## src/rtl/data_io_pkg.sv

```systemverilog
// Shared constants and types for the IO-controller file download port.
// Command codes match the ARM IO controller's user_io protocol.
package data_io_pkg;

  localparam logic [7:0] UIO_FILE_TX     = 8'h53;
  localparam logic [7:0] UIO_FILE_TX_DAT = 8'h54;
  localparam logic [7:0] UIO_FILE_INDEX  = 8'h55;

  typedef enum logic [1:0] {
    ST_IDLE  = 2'd0,
    ST_LOAD  = 2'd1,
    ST_FLUSH = 2'd2
  } dl_state_t;

  function automatic int lane_count(input int dw);
    return dw / 8;
  endfunction

endpackage

```

## src/rtl/data_io_wide_spi_byte_rx.sv

```systemverilog
// Oversampling SPI byte receiver: synchronises sck/ss/sdi into clk and
// emits one-cycle strobes for the command byte and each payload byte.
module spi_byte_rx (
  input  logic       clk,
  input  logic       reset,
  input  logic       sck,
  input  logic       ss,
  input  logic       sdi,
  output logic [7:0] cmd,
  output logic [7:0] data,
  output logic       cmd_stb,
  output logic       byte_stb
);

  logic       sck_meta, sck_sync, sck_prev;
  logic       ss_meta, ss_sync;
  logic       sdi_meta, sdi_sync;
  logic       armed;
  logic [3:0] bit_cnt;
  logic [7:0] shift;
  logic       sck_rise;

  assign sck_rise = sck_sync & ~sck_prev & ~ss_sync;

  // The receiver stays disarmed after reset until a deselect is observed,
  // so a frame interrupted by reset cannot be misaligned.
  always_ff @(posedge clk) begin
    if (reset) begin
      sck_meta <= 1'b0;
      sck_sync <= 1'b0;
      sck_prev <= 1'b0;
      ss_meta  <= 1'b0;
      ss_sync  <= 1'b0;
      sdi_meta <= 1'b0;
      sdi_sync <= 1'b0;
      armed    <= 1'b0;
      bit_cnt  <= 4'd0;
      shift    <= 8'h00;
      cmd_stb  <= 1'b0;
      byte_stb <= 1'b0;
    end else begin
      sck_meta <= sck;
      sck_sync <= sck_meta;
      sck_prev <= sck_sync;
      ss_meta  <= ss;
      ss_sync  <= ss_meta;
      sdi_meta <= sdi;
      sdi_sync <= sdi_meta;
      cmd_stb  <= 1'b0;
      byte_stb <= 1'b0;
      if (ss_sync) begin
        armed   <= 1'b1;
        bit_cnt <= 4'd0;
      end else if (sck_rise && armed) begin
        shift <= {shift[6:0], sdi_sync};
        if (bit_cnt == 4'd7) begin
          cmd_stb <= 1'b1;
          bit_cnt <= 4'd8;
        end else if (bit_cnt == 4'd15) begin
          byte_stb <= 1'b1;
          bit_cnt  <= 4'd8;
        end else begin
          bit_cnt <= bit_cnt + 4'd1;
        end
      end
    end
  end

  assign cmd  = shift;
  assign data = shift;

endmodule

```

## src/rtl/data_io_wide.sv

```systemverilog
// IO-controller download port: decodes file transfer commands, packs bytes
// into DW-bit words and hands them to RAM through a wr/wr_ack handshake.
module data_io_wide #(
  parameter int            DW         = 8,
  parameter int            AW         = 25,
  parameter logic [AW-1:0] START_ADDR = '0
) (
  input  logic            clk,
  input  logic            reset,
  input  logic            sck,
  input  logic            ss,
  input  logic            sdi,
  output logic            downloading,
  output logic [AW-1:0]   size,
  output logic [7:0]      index,
  output logic            wr,
  input  logic            wr_ack,
  output logic [AW-1:0]   a,
  output logic [DW-1:0]   d,
  output logic [DW/8-1:0] be,
  output logic            overflow
);
  import data_io_pkg::*;

  localparam int            LANES     = lane_count(DW);
  localparam int            LW        = (LANES > 1) ? $clog2(LANES) : 1;
  localparam logic [LW-1:0] LAST_LANE = LW'(LANES - 1);

  dl_state_t        state, state_next;
  logic [7:0]       rx_cmd, rx_data, cur_cmd;
  logic             cmd_stb, byte_stb;
  logic [AW-1:0]    next_addr;
  logic [LW-1:0]    lane_ptr;
  logic [DW-1:0]    word_buf, buf_merged, word_d;
  logic [LANES-1:0] word_be, be_merged, word_be_out;
  logic             start_stb, end_stb, data_stb;
  logic             fill_done, flush_done, word_done;
  logic             accept, drop, pending_next;

  spi_byte_rx u_rx (
    .clk      (clk),
    .reset    (reset),
    .sck      (sck),
    .ss       (ss),
    .sdi      (sdi),
    .cmd      (rx_cmd),
    .data     (rx_data),
    .cmd_stb  (cmd_stb),
    .byte_stb (byte_stb)
  );

  // Byte decode, lane merge and word-issue decisions for this cycle.
  always_comb begin
    start_stb  = byte_stb && (cur_cmd == UIO_FILE_TX) && rx_data[0];
    end_stb    = byte_stb && (cur_cmd == UIO_FILE_TX) && !rx_data[0] && (state == ST_LOAD);
    data_stb   = byte_stb && (cur_cmd == UIO_FILE_TX_DAT) && (state == ST_LOAD);
    buf_merged = word_buf;
    be_merged  = word_be;
    for (int i = 0; i < LANES; i++) begin
      if (lane_ptr == LW'(i)) begin
        buf_merged[8*i +: 8] = rx_data;
        be_merged[i]         = 1'b1;
      end else begin
        buf_merged[8*i +: 8] = word_buf[8*i +: 8];
        be_merged[i]         = word_be[i];
      end
    end
    fill_done  = data_stb && (lane_ptr == LAST_LANE);
    flush_done = end_stb && (lane_ptr != '0);
    word_done  = fill_done || flush_done;
    if (fill_done) begin
      word_d      = buf_merged;
      word_be_out = '1;
    end else begin
      word_d      = word_buf;
      word_be_out = word_be;
    end
    accept       = word_done && (!wr || wr_ack);
    drop         = word_done && wr && !wr_ack;
    pending_next = accept || (wr && !wr_ack);
  end

  always_ff @(posedge clk) begin
    if (reset) begin
      state <= ST_IDLE;
    end else begin
      state <= state_next;
    end
  end

  always_comb begin
    state_next = state;
    case (state)
      ST_IDLE: begin
        if (start_stb) state_next = ST_LOAD;
        else           state_next = ST_IDLE;
      end
      ST_LOAD: begin
        if (start_stb)    state_next = ST_LOAD;
        else if (end_stb) state_next = pending_next ? ST_FLUSH : ST_IDLE;
        else              state_next = ST_LOAD;
      end
      ST_FLUSH: begin
        if (start_stb)            state_next = ST_LOAD;
        else if (!wr || wr_ack)   state_next = ST_IDLE;
        else                      state_next = ST_FLUSH;
      end
      default: state_next = ST_IDLE;
    endcase
  end

  // A start aborts any pending write; otherwise completed words either load
  // the output register or are dropped when the previous one is unacknowledged.
  always_ff @(posedge clk) begin
    if (reset) begin
      cur_cmd     <= 8'h00;
      index       <= 8'h00;
      downloading <= 1'b0;
      next_addr   <= '0;
      size        <= '0;
      lane_ptr    <= '0;
      word_buf    <= '0;
      word_be     <= '0;
      overflow    <= 1'b0;
      wr          <= 1'b0;
      a           <= '0;
      d           <= '0;
      be          <= '0;
    end else begin
      if (cmd_stb) cur_cmd <= rx_cmd;
      if (byte_stb && (cur_cmd == UIO_FILE_INDEX)) index <= rx_data;
      downloading <= (state_next != ST_IDLE);
      if (start_stb) begin
        next_addr <= START_ADDR;
        size      <= '0;
        lane_ptr  <= '0;
        word_buf  <= '0;
        word_be   <= '0;
        overflow  <= 1'b0;
        wr        <= 1'b0;
      end else begin
        if (data_stb) begin
          size <= size + AW'(1);
          if (fill_done) begin
            lane_ptr  <= '0;
            word_buf  <= '0;
            word_be   <= '0;
            next_addr <= next_addr + AW'(LANES);
          end else begin
            lane_ptr <= lane_ptr + LW'(1);
            word_buf <= buf_merged;
            word_be  <= be_merged;
          end
        end else if (flush_done) begin
          lane_ptr  <= '0;
          word_buf  <= '0;
          word_be   <= '0;
          next_addr <= next_addr + AW'(LANES);
        end
        if (accept) begin
          wr <= 1'b1;
          a  <= next_addr;
          d  <= word_d;
          be <= word_be_out;
        end else if (wr && wr_ack) begin
          wr <= 1'b0;
        end
        if (drop) overflow <= 1'b1;
      end
    end
  end

endmodule

```

## config.mk

```make
export PLATFORM = sky130hd
export DESIGN_NAME = data_io_wide
export DESIGN_NICKNAME = d
export VERILOG_FILES = /design/src/rtl/data_io_pkg.sv /design/src/rtl/data_io_wide_spi_byte_rx.sv /design/src/rtl/data_io_wide.sv
export SDC_FILE = /design/constraint.sdc
export NUM_CORES = 1
export LEC_CHECK = 0
export CAP_MARGIN = 20
export CORE_MARGIN = 10
export CORE_UTILIZATION = 40
export CTS_BUF_LIST = sky130_fd_sc_hd__clkbuf_2 sky130_fd_sc_hd__clkbuf_4 sky130_fd_sc_hd__clkbuf_8
export DETAILED_ROUTE_END_ITERATION = 6
export PLACE_DENSITY = 0.63
export SLEW_MARGIN = 15
export SYNTH_ARGS = -nofsm -noshare
export SYNTH_HDL_FRONTEND = slang
export SYNTH_HIERARCHICAL = 1
export SYNTH_SLANG_ARGS = --single-unit
```

## constraint.sdc

```tcl
create_clock -name clk -period 3.2 [get_ports clk]
set_clock_uncertainty 0.1 [all_clocks]
set_input_delay 0.64 -clock clk [delete_from_list [all_inputs] [get_ports clk]]
set_output_delay 0.64 -clock clk [all_outputs]
set_load 0.02 [all_outputs]
```

Word level (Yosys, flattened, before mapping)
Cells that the tools add are included.
Widths: inputs -> output; s select.
{"block": "word_totals", "reg_bits": 137, "input_bits": 6, "out_inout_bits": 70, "wordCells": 107}
{"block": "classes", "addsub": 4, "n_eq_ne": 9, "mux": 28, "n_bitwise": 7, "n_reduce_logical": 33}
{"op": "$mux 25", "n": 3}
{"op": "$add 25x1->25 const B", "n": 2}
{"op": "$mux 8", "n": 5}
{"op": "$eq 8x7->1 const B", "n": 3}
{"op": "$logic_and 1x1->1", "n": 15}
{"op": "$mux 1", "n": 12}
{"op": "$mux 2", "n": 5}
{"op": "$mux 4", "n": 2}
{"op": "$reduce_and 2->1", "n": 4}
{"op": "$pmux 2 s3", "n": 1}
{"op": "$reduce_bool 2->1", "n": 3}
{"op": "$not 1->1", "n": 5}
{"op": "$add 4x1->4 const B", "n": 1}
{"op": "$eq 4x3->1 const B", "n": 1}
{"op": "$eq 4x4->1 const B", "n": 1}
{"op": "$reduce_or 2->1", "n": 2}
{"op": "$reduce_or 4->1", "n": 1}
{"op": "$logic_not 1->1", "n": 3}
{"op": "$logic_or 1x1->1", "n": 3}
{"op": "$ne 3x2->1 const B", "n": 1}
{"op": "$reduce_or 3->1", "n": 1}
{"op": "$and 1x1->1", "n": 2}
{"op": "$eq 2x1->1 const B", "n": 1}
{"op": "$eq 2x2->1 const B", "n": 1}
{"op": "other kinds (3)", "n": 3}

Depth between registers and ports, before layout
Gate-level depths: netlist (run 1).
{"block": "depth", "ltp_word": 13, "mapped_depth": 8, "depth_no_buf": 5}

Cells and area by module
Netlist (run 1), hierarchy kept.
{"mod": "data_io_wide", "n_inst": 1, "cells_each": 590, "area_each_um2": 5206.2, "seq_area_each_um2": 2302.2}
{"mod": "spi_byte_rx", "n_inst": 1, "cells_each": 89, "area_each_um2": 837.1, "seq_area_each_um2": 440.4}

Least setup slack after synthesis (run 1)
Ideal clock, no wire load.
{"block": "synth_path", "path_kind": "input-to-reg", "from": "input wr_ack", "to": "register a[12]", "setup_time_ns": 0.132, "arrival_time_ns": 1.732, "setup_slack_ns": 1.236, "path_stages": 7, "path_cell_list": "nor2b_1 clkbuf_1 or4_1 clkbuf_1 buf_2 o21ai_0 a21oi_1"}
{"block": "synth_between", "elab_chain_cells": 3}
{"item": "start: declaration", "line": "data_io_wide.sv:17", "rtl": "input logic wr_ack,"}
{"item": "$logic_or 1x1->1", "line": "data_io_wide.sv:78", "rtl": "accept = word_done && (!wr || wr_ack);"}
{"item": "$logic_and 1x1->1", "line": "data_io_wide.sv:78"}
{"item": "$reduce_and 2->1 (no line)"}
{"item": "end signal: assignment", "line": "data_io_wide.sv:162", "rtl": "a <= next_addr;"}
{"item": "end: declaration", "line": "data_io_wide.sv:18", "rtl": "output logic [AW-1:0] a,"}
Every way passes these cells.
A chain may end at the register's enable or synchronous reset.

Worst setup path in the final report (run 1)
{"block": "layout_path", "from": "register cur_cmd[4]", "to": "register word_buf[3]"}
{"block": "layout_between", "elab_chain_cells": 6, "word_cells_on_any_way": 14}
{"item": "start: declaration", "line": "data_io_wide.sv:30", "rtl": "logic [7:0] rx_cmd, rx_data, cur_cmd;"}
{"item": "start signal: assignment", "line": "data_io_wide.sv:130", "rtl": "if (cmd_stb) cur_cmd <= rx_cmd;"}
{"item": "$eq 8x7->1 (on tied branches)", "line": "data_io_wide.sv:56, data_io_wide.sv:54, data_io_wide.sv:55"}
{"item": "$logic_and 1x1->1 (on tied branches)", "line": "data_io_wide.sv:56, data_io_wide.sv:54, data_io_wide.sv:55"}
{"item": "$logic_and 1x1->1 (on tied branches)", "line": "data_io_wide.sv:56, data_io_wide.sv:55"}
{"item": "$logic_and 1x1->1 (on tied branches)", "line": "data_io_wide.sv:68, data_io_wide.sv:55"}
{"item": "$mux 8 / $logic_and 1x1->1 (equally long branches)", "line": "data_io_wide.sv:144, data_io_wide.sv:69"}
{"item": "$mux 8 / $reduce_bool 2->1 (equally long branches)"}
{"item": "end signal: assignment", "line": "data_io_wide.sv:151", "rtl": "word_buf <= buf_merged;"}
{"item": "end: declaration", "line": "data_io_wide.sv:34", "rtl": "logic [DW-1:0] word_buf, buf_merged, word_d;"}
Several ways; a longest one is shown, not always the timed one.

==> flow_summary.toml, run 1 <==
[placement]
place.gp.congestion = 0.828
placed_cells = 892
dpl.hpwl_um = 10300
io_buffers = 75

[grt]
grt_pass1_wl_um = 24900
grt_max_degree = 63
grtUsageTotal = 0.148
grt_pass1_vias = 4936
overflow = 0
antenna_found_initial = 0

[logic_synthesis]
netlist_area_mm2 = 0.00604
ys.flop_type = "dfxtp_1"
syn_avg_cell_area_um2 = 8.90
synth-async-reset-ratio = 0
yosysWarnings = 6
synth.distinct_cells = 54
synth-edff-count = 0
ys_ff_latch = 137
synthCells = 679
syn-num-nets = 688
seq_area_frac_synth = 0.454

[timing]
final-setup-viol-count = 0
post-route-min-period_ns = 2.35
fin_hold_ws_ns = 0.332
fmax_ghz = 0.426
max_slew.worst_pin.slew_ns = 0.824
period_share = 0.734
relSlewSlack = 0.447
finalHoldViolCount = 0
slew_violations = 0
grt_setup_unrepaired = "no"
setup-tns-final_ns = 0

[floorplan]
fp.coreArea_mm2 = 0.0146
floorplan.initialDensity = 0.413
io_pins = 76
die_w_um = 143
die_h_um = 143
num_rows = 44
die_area_mm2 = 0.0204

[finish]
fin_cells = 922
area_growth_pct = 19.2
layout_commonest_cell = "dfxtp_1"
antennaDiodeCount = 0
drive_gt1_frac = 0.0732
final_cell_mix = "dfxtp_1, clkdlybuf4s50_1, a21oi_1"
fin_nets = 736

[status]
status = "completed"

[detailed_routing]
vias_per_cell = 5.61
drtAntennaViolNets = 0
drc_errors = 0
drt_iter0_markers = 330
num_vias = 5169
post_drt_wl_per_cell_um = 16.2
routed_wl_um = 14900
dr.pass1.iters = 4

[clocking]
clock-sinks = 137
post_cts_buffers = 0
cts-resized-gates = 0
cts_tree = "yes"
clockBufferDepth = 2
hold_buffers = 0
clk_latency_ns = 0.45
clkSlewWorstSetupHoldPaths_ns = 0.08
cts_root_buf = "clkbuf_8"
cts_made_buffers = 17
cts_max_level = 4

[power]
vdd_drop_max_mv = 0.326
p_seq_frac = 0.542
pwr_density_cell_mw_per_mm2 = 438
clockPowerShare = 0.442
switching_share = 0.224
leakagePower_nw = 2.23
total_power_mw = 3.16
p_comb_frac = 0.016
switchingPower_mw = 0.707
p_int_mw = 2.45

[worst_setup_path]
reg2reg_slack_ns = 0.85
critPathRequiredTime_ns = 3.41
crit_type = "reg2reg"
cp-end-kind = "flop"
cp-start-kind = "flop"
worstPathArrival_ns = 2.56
r2r-end = "word_buf[3]"
startpoint = "cur_cmd[4]"
critical_path_peak_fanout = 14
worstReg2RegStart = "cur_cmd[4]"
r2r_cells = 4
critPathCapture = "word_buf[3]"

[min_path]
hold_start = "u_rx/sdi_meta"
hold_path.class = "reg2reg"

[flow_run]
max-cap-violations = 0
## flip-flops by register name, summed over array words and instances (netlist names), 2 cells and up
name,flops
size,25
next_addr,25
u_rx/bit_cnt,4
d,8
state,2
index,8
a,25
cur_cmd,8
word_buf,8
u_rx/cmd,8
## worst min-delay path by stage
stage	endpoint	slack (ns)	depth (start not counted)
global route	u_rx/sdi_sync	0.34	1
finish	u_rx/sdi_sync	0.33	1
floorplan	u_rx/sck_sync	0.31	1
CTS	u_rx/sdi_sync	0.33	1
detailed placement	u_rx/sdi_sync	0.32	1
global placement	u_rx/ss_sync	0.32	1
## cells by family (layout without fill, tap and decap cells)
| family | after synthesis | count (layout) | share of synthesized area |
|---|---|---|---|
| buffers and inverters | 65 | 124 | 0.0532 |
| muxes | 32 | 32 | 0.0530 |
| DFF | 137 | 137 | 0.454 |
| and+or+nand+nor | 275 | 275 | 0.271 |
| xor gates and xnor gates | 1 | 1 | 0.00145 |
| AOI/OAI and AO/OA | 166 | 166 | 0.161 |
| adders and majority gates | 3 | 3 | 0.00621 |
## worst max-delay path, cell delays in order (launching register included)
cell,delay (ns)
dfxtp_1,0.40
and4bb_1,0.53
nand2_1,0.38
a21oi_1,0.68
nor3b_1,0.11
## power by group through the flow
stage / logic [mW] / registers [mW] / clock network [mW]
after floorplan: 0.0369 / 1.75 / 0
after global placement: 0.0501 / 1.75 / 0
after detailed placement: 0.0515 / 1.75 / 0
after CTS: 0.0517 / 1.71 / 1.43
after global routing: 0.0572 / 1.71 / 1.50
final: 0.0512 / 1.71 / 1.39
## layer usage
layer / share of wire / wire length, um / GRT usage
met5: 0 / 0 / 0
met2: 0.50 / 7400 / 0.242
met3: 0.044 / 660 / 0.0471
met4: 0.011 / 167 / 0.0499
met1: 0.45 / 6690 / 0.179
## stage by stage
stage / setup slack, ns / area, um2 / utilization
after floorplan: 1.24 / 6040 / -
after global placement: 0.428 / 6810 / 0.465
after detailed placement: 0.596 / 6820 / 0.466
after CTS: 0.854 / 7200 / 0.492
after global routing: 0.659 / 7200 / 0.492
final: 0.852 / 7200 / 0.492
## Yosys cell counts (all sizes together), types with 2 or more instances
cell     number  area, um2
dfxtp       137       2740
a21oi        73        369
nand2        57        214
nand3        50        250
o21ai        38        190
buf          36        213
mux2i        32        320
nor2         30        113
or4          30        225
o31ai        26        195
clkbuf       22       82.6
nand4        16        115
a31oi        12       75.1
nand2b       12       75.1
nor3         10       55.1
nor3b        10       75.1
or3          10       62.6
nor2b         9       56.3
a311oi        8       70.1
and2          7       43.8
inv           7       26.3
and4          6       52.6
nor4          5       46.3
and3          4       25.0
and4bb        4       53.8
a21o          3       22.5
ha            3       37.5
nand4b        3       41.3
nor4b         3       38.8
and3b         2       17.5
nand3b        2       15.0
nand4bb       2       38.8
or2b          2       15.0
## final cells by class
class	instances	area (um2)
Clock buffer	19	262
Clock inverter	11	123
Fill cell	1349	7440
Inverter	7	26.3
Multi-Input combinational cell	477	2980
Sequential cell	137	2740
Tap cell	184	230
Timing Repair Buffer	87	840
Note: power is estimated with default switching activity, not from simulation.
==> run 2: changes to the inputs <==
==> constraint.sdc (replaced) <==
create_clock -name clk -period 2.45 [get_ports clk]
set_clock_uncertainty 0.1 [all_clocks]
set_input_delay 0.49 -clock clk [delete_from_list [all_inputs] [get_ports clk]]
set_output_delay 0.49 -clock clk [all_outputs]
set_load 0.02 [all_outputs]
==> flow_summary.toml, run 2 (synthesis gave the netlist of run 1 again) <==
[clocking]
cts-resized-gates = 0
cts_root_buf = "clkbuf_8"
cts_tree = "yes"
hold_buffers = 0
clk_latency_ns = 0.46
cts_made_buffers = 17
clkSlewWorstSetupHoldPaths_ns = 0.08
cts_max_level = 4
clock-sinks = 137
post_cts_buffers = 0
clockBufferDepth = 2

[power]
p_comb_frac = 0.016
switchingPower_mw = 0.966
switching_share = 0.226
total_power_mw = 4.27
leakagePower_nw = 2.30
vdd_drop_max_mv = 0.411
p_int_mw = 3.30
clockPowerShare = 0.461
pwr_density_cell_mw_per_mm2 = 582
p_seq_frac = 0.523

[timing]
finalHoldViolCount = 0
fmax_ghz = 0.456
worst_slack_ns = 0.258
period_share = 0.894
post-route-min-period_ns = 2.19
max_slew.worst_pin.slew_ns = 0.765
final-setup-viol-count = 0
grt_setup_unrepaired = "no"
slew_violations = 0
relSlewSlack = 0.486

[worst_setup_path]
crit_type = "reg2reg"
critical_path_peak_fanout = 6
cp-end-kind = "flop"
worstPathArrival_ns = 2.48
cp-start-kind = "flop"
critPathRequiredTime_ns = 2.73

[detailed_routing]
highest_layer = "met4"
routed_wl_um = 15300
drt-met1-wl_um = 6530
wl_met3_um = 706
num_vias = 5354
drtAntennaViolNets = 0
post_drt_wl_per_cell_um = 16.4
drt_iter0_markers = 307
drc_errors = 0
vias_per_cell = 5.74
dr.pass1.iters = 4
met2_length_um = 7820

[floorplan]
fp.coreArea_mm2 = 0.0146
io_pins = 76
num_rows = 44
die_h_um = 143
floorplan.initialDensity = 0.413
die_area_mm2 = 0.0204
die_w_um = 143

[grt]
grtUsageTotal = 0.147
overflow = 0
grt_pass1_wl_um = 24700
antenna_found_initial = 0
grt_pass1_vias = 5006
grt_max_degree = 73

[finish]
multiInputGateArea_mm2 = 0.00299
utilization = 0.501
final_cell_mix = "dfxtp_1, clkdlybuf4s50_1, a21oi_1"
seq_area_mm2 = 0.00274
area_growth_pct = 21.4
reg_top3 = "a x25, next_addr x25, size x25"
fin_nets = 744
drive_gt1_frac = 0.0869
nFillCells = 1390
antennaDiodeCount = 0
layout_commonest_cell = "dfxtp_1"

[status]
status = "completed"

[min_path]
hold_path.class = "in2reg"

[placement]
dp_slack_ns = 0.142
place.gp.congestion = 0.827
dpl.hpwl_um = 10400
io_buffers = 75

[flow_run]
max-cap-violations = 0
-- run 2: cell types whose count changed in the layout (fill, tap and decap cells not counted) --
| cell | change |
|---|---|
| buf_12 | +2 |
| clkinvlp_4 | +4 |
| clkinv_4 | +2 |
| nand4b_2 | +1 |
| bufinv_16 | +1 |
| inv_6 | -1 |
| buf_4 | +5 |
| clkinv_2 | -4 |
| and4bb_2 | +1 |
| clkbuf_8 | -1 |
| and4bb_1 | -1 |
| clkbuf_4 | +1 |
-- run 2: power groups by stage --
stage               clock [mW]  sequential [mW]  combinational, mW
floorplan                    0             2.29             0.0482
global placement             0             2.29             0.0670
detailed placement           0             2.29             0.0687
CTS                       2.02             2.23             0.0687
global route              2.11             2.23             0.0760
finish                    1.97             2.23             0.0682
-- run 2: per-layer routing --
layer  vias to the layer above  track usage
met5                         -            0
met4                         0       0.0592
met3                        18       0.0431
met2                        91        0.246
met1                      2616        0.173
li1                       2629            -
-- run 2: area by class of cell --
class                      count  area share
timing repair buffer          94       0.125
clock buffer                  19      0.0348
sequential                   137       0.374
multi-input combinational    478       0.408
inverter                       7     0.00358
tap                          184      0.0314
clock inverter                13      0.0234
-- run 2: critical path, cell delays in order, from the launching register on --
cell and delay [ns]:
dfxtp_1 0.43, ha_1 0.27, nand3_1 0.09, or4_1 0.64, nor4b_2 0.38, mux2i_1 0.22
-- run 2: per-stage QoR --
step	std cells	hold slack, ns	setup TNS, ns	instance area (um2)
after detailed placement	899	0.320	0	6900
final	932	0.279	0	7340
after CTS	931	0.254	0	7320
after floorplan	679	0.314	0	6040
after global placement	898	0.320	-0.0788	6880
after global routing	932	0.279	0	7340
-- run 2: path summary, 6_finish.rpt --
check / to / startpoint / slack [ns] / cells after the start
min: cur_cmd[4] / reset / 0.28 / 2
max: next_addr[22] / next_addr[0] / 0.26 / 5
max reg2reg: next_addr[22] / next_addr[0] / 0.26 / 5
min reg2reg: u_rx/ss_sync / u_rx/ss_meta / 0.34 / 1
==> run 3: changes to the inputs <==
--- a/config.mk
+++ b/config.mk
@@ -6,11 +6,13 @@
 export NUM_CORES = 1
 export LEC_CHECK = 0
 export CAP_MARGIN = 20
+export CELL_PAD_IN_SITES_DETAIL_PLACEMENT = 0
+export CELL_PAD_IN_SITES_GLOBAL_PLACEMENT = 1
 export CORE_MARGIN = 10
 export CORE_UTILIZATION = 40
 export CTS_BUF_LIST = sky130_fd_sc_hd__clkbuf_2 sky130_fd_sc_hd__clkbuf_4 sky130_fd_sc_hd__clkbuf_8
 export DETAILED_ROUTE_END_ITERATION = 6
-export PLACE_DENSITY = 0.63
+export PLACE_DENSITY = 0.78
 export SLEW_MARGIN = 15
 export SYNTH_ARGS = -nofsm -noshare
 export SYNTH_HDL_FRONTEND = slang
==> flow_summary.toml, run 3 (synthesis gave the netlist of run 1 again) <==
[status]
status = "completed"

[finish]
layout_commonest_cell = "dfxtp_1"
antennaDiodeCount = 0
fin_nets = 742
nFillCells = 1381
reg_top3 = "a x25, next_addr x25, size x25"
final_area_mm2 = 0.00734
multiInputGateArea_mm2 = 0.00298
drive_gt1_frac = 0.0832
area_growth_pct = 21.4
seq_area_mm2 = 0.00274
final_cell_mix = "dfxtp_1, clkdlybuf4s50_1, a21oi_1"

[clocking]
cts_made_buffers = 17
hold_buffers = 0
cts_root_buf = "clkbuf_8"
cts-resized-gates = 0
cts_tree = "yes"
cts_max_level = 4
clockBufferDepth = 2
clock-sinks = 137
clkSlewWorstSetupHoldPaths_ns = 0.07
clk_latency_ns = 0.44
post_cts_buffers = 0

[worst_setup_path]
crit_slowest_cell = "or4_1"
crit_type = "reg2reg"
critical_path_peak_fanout = 33
critPathRequiredTime_ns = 2.71
cp-end-kind = "flop"
cp-start-kind = "flop"
crit_chain = "and4bb_2, nand4b_4, or4_1, a21oi_1"
worstPathArrival_ns = 2.48
crit_buf_inv = 0
cpPeakStageDelay_ns = 0.60
critPathTopFamily = "simple AND/OR/NAND/NOR gates"

[timing]
grt_setup_unrepaired = "no"
slew_violations = 0
setup-tns-final_ns = 0
finalHoldViolCount = 0
fmax_ghz = 0.451
post-route-min-period_ns = 2.22
final-setup-viol-count = 0
relSlewSlack = 0.508
period_share = 0.905
fin_hold_ws_ns = 0.317
max_slew.worst_pin.slew_ns = 0.732

[grt]
grt_pass1_wl_um = 25100
grt_max_degree = 69
overflow = 0
grt_pass1_vias = 4951
grtUsageTotal = 0.149
antenna_found_initial = 0

[power]
pwr_density_cell_mw_per_mm2 = 593
total_power_mw = 4.35
vdd_drop_max_mv = 0.505
leakagePower_nw = 2.30

[detailed_routing]
drtAntennaViolNets = 0
drc_errors = 0
drt_iter0_markers = 308
vias_per_cell = 5.63
dr.pass1.iters = 5
routed_wl_um = 15300
num_vias = 5231
post_drt_wl_per_cell_um = 16.4

[placement]
io_buffers = 75
post_dp_cell_area_mm2 = 0.00690
dpl.hpwl_um = 10400
place.gp.congestion = 0.791

[min_path]
hold_path.class = "in2reg"

[floorplan]
floorplan.initialDensity = 0.413
die_h_um = 143
fp.coreArea_mm2 = 0.0146
io_pins = 76
die_w_um = 143
num_rows = 44
die_area_mm2 = 0.0204

[flow_run]
max-cap-violations = 0
-- run 3: worst paths after layout --
kind	depth (start not counted)	end	startpoint	slack (ns)
max	4	size[15]	cur_cmd[6]	0.23
min	2	u_rx/sdi_sync	reset	0.32
max reg2reg	4	size[15]	cur_cmd[6]	0.23
min reg2reg	2	u_rx/cmd[0]	u_rx/sdi_sync	0.34
-- run 3: layout make-up --
class / count / area share
inverter: 7 / 0.00358
sequential: 137 / 0.374
clock buffer: 23 / 0.0397
clock inverter: 8 / 0.0196
multi-input combinational: 477 / 0.406
timing repair buffer: 93 / 0.126
tap: 184 / 0.0314
-- run 3: layer usage --
metal,routed length [um],track usage
met1,6800,0.179
met3,625,0.0431
met5,0,0
met2,7680,0.252
met4,160,0.0456
-- run 3: worst reg2reg max path, stage by stage (launching register included) --
cell and delay, ns:
dfxtp_1 0.40, and4bb_2 0.45, nand4b_4 0.42, or4_1 0.60
a21oi_1 0.17
-- run 3: report_power, final --
part	leakage (nW)	total, mW	internal [mW]	switching (mW)
Sequential	1.10	2.23	2.23	0.00328
Clock	0.227	2.05	1.20	0.847
Combinational	0.972	0.0713	0.0237	0.0476
Total	2.30	4.35	3.46	0.898
-- run 3: through the flow --
step	utilization	instances	worst slack, ns
after global placement	0.470	897	-0.0827
after global routing	0.501	929	0.101
final	0.501	929	0.232
after detailed placement	0.471	898	0.136
after CTS	0.501	929	0.128
after floorplan	-	679	0.500
